===== config.mk =====
export PLATFORM = sky130hd
export DESIGN_NAME = wb_spram_bridge
export DESIGN_NICKNAME = d
export VERILOG_FILES = /design/src/rtl/wb_spram_bridge.sv
export SDC_FILE = /design/constraint.sdc
export NUM_CORES = 1
export LEC_CHECK = 0
export ABC_AREA = 1
export BUFFER_PORTS_ARGS = -buffer_cell sky130_fd_sc_hd__buf_4
export CAP_MARGIN = 10
export CORE_AREA = 2 2 72 74
export CTS_CLUSTER_DIAMETER = 40
export CTS_CLUSTER_SIZE = 20
export DETAILED_ROUTE_END_ITERATION = 12
export DIE_AREA = 0 0 74 76
export MAX_ROUTING_LAYER = met4
export PLACE_DENSITY_LB_ADDON = 0.15
export SYNTH_ARGS = -nofsm -noshare
export SYNTH_HDL_FRONTEND = slang
export SYNTH_SLANG_ARGS = --single-unit
export TNS_END_PERCENT = 20

===== constraint.sdc =====
create_clock -name clk -period 2.2 [get_ports clk]
set_clock_uncertainty 0.2 [all_clocks]
set_input_delay 0 -clock clk [delete_from_list [all_inputs] [get_ports clk]]
set_output_delay 0 -clock clk [all_outputs]
set_load 0.05 [all_outputs]

===== src/rtl/wb_spram_bridge.sv =====
// -----------------------------------------------------------------------------
// wb_spram_bridge
//
// Pipelined Wishbone B4 slave in front of a single-port 32-bit synchronous RAM
// (one-cycle read latency, per-byte write enables). Bus requests are turned
// directly into RAM ce/we/addr/d strobes in the same cycle. The ack/err
// response is registered, so it always arrives exactly one cycle after
// acceptance. One request per cycle is sustained with no bubbles.
//
// After reset the bridge can optionally zero-fill the whole RAM (CLEAR state)
// before it starts serving the bus (RUN state).
//
// Ports
//   clk, rst          clock (posedge) and asynchronous active-high reset
//   wb_cyc, wb_stb    bus cycle valid / request strobe
//   wb_we, wb_sel     write enable and byte selects (selects apply to writes)
//   wb_adr            byte address; bits [1:0] are ignored
//   wb_dat_i          write data
//   wb_dat_o          read data, valid together with wb_ack, otherwise zero
//   wb_ack, wb_err    normal / error (out-of-range) termination
//   wb_stall          high while the bridge cannot accept a request
//   ram_addr          RAM word address
//   ram_ce, ram_we    RAM chip enable and byte write enables
//   ram_d, ram_q      RAM write data / read data (q valid one cycle after ce)
//   init_done         high once the RAM is usable
// -----------------------------------------------------------------------------
module wb_spram_bridge #(
    parameter int size           = 'h80,
    parameter int addr_width     = $clog2(size) - 2,
    parameter bit CLEAR_ON_RESET = 1'b1
) (
    input  logic                  clk,
    input  logic                  rst,
    input  logic                  wb_cyc,
    input  logic                  wb_stb,
    input  logic                  wb_we,
    input  logic [3:0]            wb_sel,
    input  logic [31:0]           wb_adr,
    input  logic [31:0]           wb_dat_i,
    output logic [31:0]           wb_dat_o,
    output logic                  wb_ack,
    output logic                  wb_err,
    output logic                  wb_stall,
    output logic [addr_width-1:0] ram_addr,
    output logic                  ram_ce,
    output logic [3:0]            ram_we,
    output logic [31:0]           ram_d,
    input  logic [31:0]           ram_q,
    output logic                  init_done
);

    typedef enum logic {
        CLEAR,
        RUN
    } state_t;

    localparam state_t RESET_STATE = CLEAR_ON_RESET ? CLEAR : RUN;

    // size is a power of two, so the last word index is all ones.
    localparam logic [addr_width-1:0] CNT_LAST = {addr_width{1'b1}};

    state_t                state_q, state_d;
    logic [addr_width-1:0] cnt_q, cnt_d;
    logic                  ack_q, ack_d;
    logic                  err_q, err_d;
    logic                  rd_q, rd_d;

    logic                  accept;
    logic                  in_range;
    logic [addr_width-1:0] word_idx;

    // The compare spans the full address, so any high bit set is out of range.
    assign in_range = (wb_adr < 32'(size));
    assign word_idx = wb_adr[addr_width+1:2];

    // NOTE: every signal written here gets a default first, so no path through
    // the case statement can leave one unassigned and infer a latch.
    always_comb begin
        state_d   = state_q;
        cnt_d     = cnt_q;
        ack_d     = 1'b0;
        err_d     = 1'b0;
        rd_d      = 1'b0;
        accept    = 1'b0;
        wb_stall  = 1'b1;
        init_done = 1'b0;
        ram_ce    = 1'b0;
        ram_we    = 4'h0;
        ram_addr  = word_idx;
        ram_d     = wb_dat_i;

        case (state_q)
            CLEAR: begin
                ram_ce   = 1'b1;
                ram_we   = 4'hf;
                ram_d    = 32'h0;
                ram_addr = cnt_q;
                cnt_d    = cnt_q + 1'b1;
                if (cnt_q == CNT_LAST) begin
                    state_d = RUN;
                end
            end
            RUN: begin
                init_done = 1'b1;
                wb_stall  = 1'b0;
                accept    = wb_cyc & wb_stb;
                if (accept) begin
                    if (in_range) begin
                        ram_ce = 1'b1;
                        ram_we = wb_we ? wb_sel : 4'h0;
                        ack_d  = 1'b1;
                        rd_d   = ~wb_we;
                    end else begin
                        err_d  = 1'b1;
                    end
                end
            end
        endcase

        // The state register already holds its reset value during rst, but the
        // strobes are combinational, so block RAM access explicitly as well.
        if (rst) begin
            ram_ce = 1'b0;
            ram_we = 4'h0;
        end
    end

    // NOTE: sequential state uses non-blocking assignments so every flop
    // samples the pre-edge value of the others, independent of process order.
    always_ff @(posedge clk or posedge rst) begin
        if (rst) begin
            state_q <= RESET_STATE;
            cnt_q   <= '0;
            ack_q   <= 1'b0;
            err_q   <= 1'b0;
            rd_q    <= 1'b0;
        end else begin
            state_q <= state_d;
            cnt_q   <= cnt_d;
            ack_q   <= ack_d;
            err_q   <= err_d;
            rd_q    <= rd_d;
        end
    end

    // A response is visible only while the master still holds cyc; if cyc
    // drops in the response cycle the response is lost rather than delayed.
    assign wb_ack   = ack_q & wb_cyc;
    assign wb_err   = err_q & wb_cyc;
    assign wb_dat_o = (ack_q & rd_q) ? ram_q : 32'h0;

endmodule


==> flow_summary.json, run 1 <==
{
  "clock_sink_count": 9,
  "final_area_mm2": 0.00263,
  "drc_errors": 0,
  "critical_path.slowest_cell": "dfrtp_1",
  "clk_pin_slew_worst_setup_hold_paths_ps": 50,
  "busiest_layer": "met2",
  "gr-usage-met3_pct": 3.44,
  "globalRouteMet1Util_pct": 16.3,
  "drive_gt1_share_pct": 45.7,
  "cp_cell_sequence": "buf_4 > clkinv_1 > nand2_1 > nand2_1 > buf_4",
  "detailed_place_hpwl_mm": 3.74,
  "finalHoldViolations": 0,
  "grt_util_met2_pct": 30.1,
  "largest_net_degree_at_the_start_of_global_routing": 34,
  "dr_total_vias": 1825,
  "synthesis.area_mm2": 0.00114,
  "cts_made_buffers": 3,
  "power.ir.vdd_worst_mv": 0.204,
  "worst_pin_slew_ps": 362,
  "rsz0062_at_grt": "false",
  "vias_per_cell": 3.77,
  "routed_wirelength_mm": 4.41,
  "period_utilisation_layout_pct": 70.2,
  "worst_setup_ep_type": "output port",
  "critical_path.endpoint": "ram_addr[1]",
  "gr-total-overflow": 0,
  "post_cts_resized": 0,
  "crit_family": "buffers and inverters",
  "numPortBuffers": 180,
  "clock.fmax_mhz": 647,
  "setup.worst_path.start_class": "flop",
  "cts_tree": "done",
  "die-area_mm2": 0.00562,
  "setup_viol_count_final": 0,
  "worstPathBufferInverterCount": 3,
  "dpl_cell_area_mm2": 0.00257,
  "fp.dieH_um": 76,
  "holdCritPathClass": "input port to flop",
  "finalWeightedCongestion": 0.733,
  "design.final.nets": 522,
  "crit_path_max_fanout": 17,
  "setup_total_negative_slack_ps": 0,
  "cts_setup_buffers": 0,
  "ff2ff_setup_slack_ps": 720,
  "number_of_different_library_cells_in_the_post_synthesis_netlist": 20,
  "slew_headroom_pct": 75.9,
  "total_leakage_power_nw": 1.82,
  "syn-mean-instance-area_um2": 4.90,
  "die-width_um": 74,
  "postSynthCellCount": 233,
  "route.antenna.remaining_nets": 0,
  "count_of_tritonroute_iterations_in_the_first_routing_pass": 4,
  "wire_length_of_the_first_global_routing_pass_mm": 7.06,
  "floorplan.initialDensity_pct": 23.2,
  "syn2layout_area_growth_pct": 131,
  "finish.utilization_pct": 53.6,
  "placement_row_count": 26,
  "antennaDiodeCount": 0,
  "cp.required_ps": 2000,
  "whs_ps": 23.0,
  "antenna_found_initial": 0,
  "synth_net_count": 340,
  "finish.cell_count_without_fillers": 484,
  "clock_latency_ps": 230,
  "worstReg2RegStart": "cnt_q[0]$_DFFE_PP0N_",
  "synth_warnings": 0,
  "cts_root_buffer_type": "clkbuf_8",
  "max_cap_violations": 0,
  "placeable_core_region_mm2": 0.00491,
  "outcome": "completed",
  "startpoint": "state_q$_DFF_PP0_",
  "period_needed_ps": 1550,
  "worst_path_arrival_time_ps": 1350,
  "cp.depth": 5,
  "critical-path-max-stage-delay_ps": 330,
  "maxSlewViolCount": 0,
  "first_global_vias": 1600,
  "crit-reg2reg-capture": "state_q$_DFF_PP0_",
  "place.detailed.instances": 478,
  "clock_path_buffers": 2,
  "boundary_pins": 183,
  "synthesized_flop_and_latch_total": 9,
  "drt-initial-drc-count": 25,
  "grt_util_all_layers_pct": 15.7,
  "h_tree_lvls": 1,
  "timing_worst_setup_path_type": "flop to output port",
  "route.detailed.wl_per_inst_um": 9.11,
  "power_density_mw_per_mm2": 282,
  "depth_of_the_most_critical_reg_to_reg_path": 5,
  "synth_sequential_area_ratio_pct": 19.7
}
[per-layer routing]
metal  vias up  wire length (µm)  part of all wire [%]
li1        993                 -                     -
met1       737              1640                    37
met2        91              2320                    52
met3         4               422                   9.6
met4         0                31                  0.70
met5         -                 0                     0
[final cells by class]
| cell class | count | area (µm²) |
|---|---|---|
| sequential | 9 | 225 |
| inverter | 78 | 293 |
| tap | 70 | 87.6 |
| clock buffer | 4 | 45.0 |
| fill | 510 | 2280 |
| timing repair buffer | 185 | 1390 |
| multi-input combinational | 138 | 589 |
[tightest hold or removal path, delay by kind of cell]
kind | cells | cell delay (ps)
buf+inv | 1 | 80
simple gates | 6 | 340
[synth_stat cells]
| library cell | number | area share [%] |
|---|---|---|
| xnor2_1 | 1 | 0.77 |
| nor2_4 | 1 | 0.99 |
| nand4_1 | 1 | 0.55 |
| or2_2 | 1 | 0.55 |
| or2_0 | 1 | 0.55 |
| nor3_2 | 1 | 0.88 |
| clkbuf_1 | 4 | 1.3 |
| ha_1 | 2 | 2.2 |
| and2_0 | 1 | 0.55 |
| nand2_1 | 66 | 22 |
| inv_1 | 77 | 25 |
| dfrtp_1 | 9 | 20 |
| o21ai_0 | 3 | 1.3 |
| buf_1 | 1 | 0.33 |
| xor2_1 | 2 | 1.5 |
| a21oi_1 | 5 | 2.2 |
| buf_2 | 3 | 1.3 |
| nor2_1 | 49 | 16 |
| clkinv_1 | 1 | 0.33 |
| nand3_1 | 4 | 1.8 |
[cell usage in the layout (no fill, tap or decap)]
| cell | synthesis | final |
|---|---|---|
| clkbuf_1 | 4 | 1 |
| nor3_2 | 1 | 1 |
| nor2_1 | 49 | 49 |
| or2_0 | 1 | 1 |
| dlygate4sd3_1 | 0 | 2 |
| o21ai_0 | 3 | 3 |
| nand3_1 | 4 | 4 |
| ha_1 | 2 | 2 |
| and2_0 | 1 | 1 |
| dfrtp_1 | 9 | 9 |
| xor2_1 | 2 | 2 |
| a21oi_1 | 5 | 5 |
| clkinv_1 | 1 | 1 |
| nand4_1 | 1 | 1 |
| nor2_4 | 1 | 1 |
| clkbuf_8 | 0 | 3 |
| nand2_1 | 66 | 66 |
| xnor2_1 | 1 | 1 |
| inv_1 | 77 | 77 |
| buf_4 | 0 | 183 |
| or2_2 | 1 | 1 |
[how the worst min path moves through the flow]
stage | startpoint | to | slack, ps | cells after the start
after global placement | rst | err_q$_DFF_PP0_ | -170 | 2
after detailed placement | rst | rd_q$_DFF_PP0_ | -170 | 2
after floorplan | rst | ack_q$_DFF_PP0_ | -370 | 1
after global routing | wb_adr[19] | err_q$_DFF_PP0_ | 90 | 7
after CTS | wb_adr[19] | err_q$_DFF_PP0_ | 30 | 7
final | wb_adr[19] | err_q$_DFF_PP0_ | 20 | 7
[stage by stage]
step | total power [mW] | worst slack, ps
after CTS | 0.750 | 637
after global placement | 0.551 | 734
after floorplan | 0.355 | 60.2
after detailed placement | 0.556 | 724
final | 0.743 | 655
after global routing | 0.786 | 526
[report_power, final]
group | switching [mW] | internal [mW]
Combinational | 0.203 | 0.183
Sequential | 0.000186 | 0.167
Clock | 0.0629 | 0.126
[flip-flops by register name, summed over array words and instances, names as in the netlist]
name	flops
ack_q	1
cnt_q	5
err_q	1
rd_q	1
state_q	1
[logic make-up after synthesis]
group	Yosys count	share of synthesized area [%]
AO/OA/AOI/OAI	8	3.51
buffers and inverters	86	28.6
flip-flops	9	19.7
adder cells (fa/ha/maj)	2	2.19
XOR/XNOR	3	2.30
AND/OR/NAND/NOR	125	43.6
[timing repair]
item | 4_1_cts | 5_1_grt
hold buffers | 2 | 0
hold endpoints to repair | 10 | 0
setup endpoints to repair | 0 | 0
Note: power is estimated with default switching activity, not from simulation.
==> run 2: changes to the inputs <==
Settings changed: CORE_AREA 2 2 72 74 to default, CORE_ASPECT_RATIO from default to 0.6, CORE_UTILIZATION from default to 26, DIE_AREA 0 0 74 76 to default.
Clock period 2.2 ns to 1.33 ns, I/O delays scaled along.
==> flow_summary.json, run 2 (synthesis gave the netlist of run 1 again) <==
{
  "hold_depth": 5,
  "detailed_place_hpwl_mm": 3.85,
  "cp.required_ps": 1130,
  "clock_sink_count": 9,
  "depth_of_the_most_critical_reg_to_reg_path": 5,
  "holdCritPathClass": "input port to flop",
  "power_density_mw_per_mm2": 409,
  "antenna_found_initial": 0,
  "clock_path_buffers": 2,
  "rsz0062_at_grt": "true",
  "drive_gt1_share_pct": 63.9,
  "crit_path_max_fanout": 23,
  "total_leakage_power_nw": 1.85,
  "placement_row_count": 18,
  "cts_tree": "done",
  "period_utilisation_layout_pct": 110,
  "design.final.nets": 532,
  "fp.dieH_um": 53.3,
  "count_of_tritonroute_iterations_in_the_first_routing_pass": 4,
  "clk_pin_slew_worst_setup_hold_paths_ps": 40,
  "setup_total_negative_slack_ps": -3100,
  "worst_pin_slew_ps": 323,
  "crit_family": "flip-flops",
  "mostFrequentLayoutCells": "124 x buf_4, 58 x buf_6, 53 x inv_1",
  "cts_made_buffers": 3,
  "power.ir.vdd_worst_mv": 0.282,
  "numPortBuffers": 180,
  "syn2layout_area_growth_pct": 187,
  "route.antenna.remaining_nets": 0,
  "worst_path_arrival_time_ps": 1260,
  "largest_net_degree_at_the_start_of_global_routing": 33,
  "antennaDiodeCount": 0,
  "h_tree_lvls": 1,
  "worstPathBufferInverterCount": 3,
  "period_needed_ps": 1460,
  "cp_cell_sequence": "buf_12 > nand2_1 > clkinvlp_4 > buf_4",
  "cp.depth": 4,
  "boundary_pins": 183,
  "placeable_core_region_mm2": 0.00417,
  "wire_length_of_the_first_global_routing_pass_mm": 7.48,
  "clock_latency_ps": 230,
  "gr-total-overflow": 0,
  "timing.final.ws_setup_ps": -134,
  "floorplan.initialDensity_pct": 27.4,
  "outcome": "finished, violations left",
  "violations": "setup timing",
  "routed_wirelength_mm": 5.23,
  "top_register": "cnt_q",
  "dr_total_vias": 1951,
  "hp-start": "wb_stb",
  "cts_root_buffer_type": "clkbuf_8",
  "ff2ff_setup_slack_ps": -80,
  "worst_setup_ep_type": "output port",
  "route.detailed.wl_per_inst_um": 10.8,
  "maxSlewViolCount": 0,
  "slew_headroom_pct": 78.4,
  "grt_util_all_layers_pct": 21.1,
  "die-area_mm2": 0.00467,
  "setup_viol_count_final": 48,
  "dp_worst_setup_slack_ps": -81.0,
  "drt-initial-drc-count": 29,
  "timing_worst_setup_path_type": "flop to output port",
  "clock.fmax_mhz": 683,
  "crit-reg2reg-capture": "state_q$_DFF_PP0_",
  "first_global_vias": 1737,
  "holdPathEnd": "err_q$_DFF_PP0_",
  "critical_path.slowest_cell": "dfrtp_2",
  "vias_per_cell": 4.03,
  "drc_errors": 0,
  "critical-path-max-stage-delay_ps": 470,
  "finalHoldViolations": 0,
  "finalWeightedCongestion": 0.762,
  "die-width_um": 87.5,
  "final_common_cell": "buf_4",
  "max_cap_violations": 0,
  "largest_reg_flops": 5,
  "setup.worst_path.start_class": "flop",
  "worstReg2RegStart": "cnt_q[1]$_DFFE_PP0N_"
}
[run 2: cell count changes in the layout (fill, tap and decap cells not counted), moves of 16 or more]
cell	delta
buf_4	-59
buf_6	+58
clkinvlp_4	+20
inv_1	-24
nand2_1	-18
nand2_2	+16
nor2_1	-18
nor2_2	+17
[run 2: layer usage]
layer,vias up,global-route usage (%),wire [µm]
met1,846,22.5,2070
met4,0,4.64,51
met2,84,40.4,2730
met5,-,-,0
met3,7,4.99,380
li1,1014,-,-
[run 2: worst max path at each step]
stage	start	endpoint	slack [ps]
after floorplan	ack_q$_DFF_PP0_	wb_dat_o[10]	-150
after global placement	cnt_q[1]$_DFFE_PP0N_	state_q$_DFF_PP0_	-50
after detailed placement	cnt_q[1]$_DFFE_PP0N_	state_q$_DFF_PP0_	-80
after CTS	state_q$_DFF_PP0_	ram_d[17]	-130
after global routing	state_q$_DFF_PP0_	ram_d[22]	-190
final	state_q$_DFF_PP0_	ram_d[18]	-130
[run 2: report_power, final]
group	internal, mW	leakage, nW	total [mW]	switching, mW
clock	0.209	0.0228	0.314	0.105
sequential	0.276	0.119	0.277	0.000323
combinational	0.355	1.71	0.746	0.391
[run 2: timing repair]
action | in CTS | in global routing
pin swaps | 3 | 3
setup endpoints to repair | 77 | 79
hold buffers | 2 | 0
setup buffers | 1 | 1
hold endpoints to repair | 10 | 0
gates resized for setup | 64 | 49
[run 2: metrics by stage]
step | total power, mW | instances | utilization (%) | instance area, µm² | hold slack, ps
5_1_grt | 1.42 | 484 | 78.5 | 3270 | 132
2_1_floorplan | 0.620 | 233 | - | 1330 | -372
3_3_place_gp | 0.946 | 476 | 67.5 | 2810 | -141
3_5_place_dp | 0.955 | 476 | 67.5 | 2810 | -140
6_report | 1.34 | 484 | 78.5 | 3270 | 84.9
4_1_cts | 1.31 | 483 | 75.0 | 3120 | 38.2
[run 2: cell type report]
| type | count | area, µm² |
|---|---|---|
| repair buffers | 195 | 1780 |
| fillers | 317 | 897 |
| multi-input cells | 138 | 771 |
| inverters | 78 | 373 |
| flip-flops and latches | 9 | 226 |
| well taps | 60 | 75.1 |
| clock buffers | 4 | 45.0 |
[run 2: worst register-to-register path: stages, from the launching register on]
cell,delay [ps]
dfrtp_1,370
ha_2,200
nand2_2,60
nor2_2,30
ha_1,160
or2_2,270
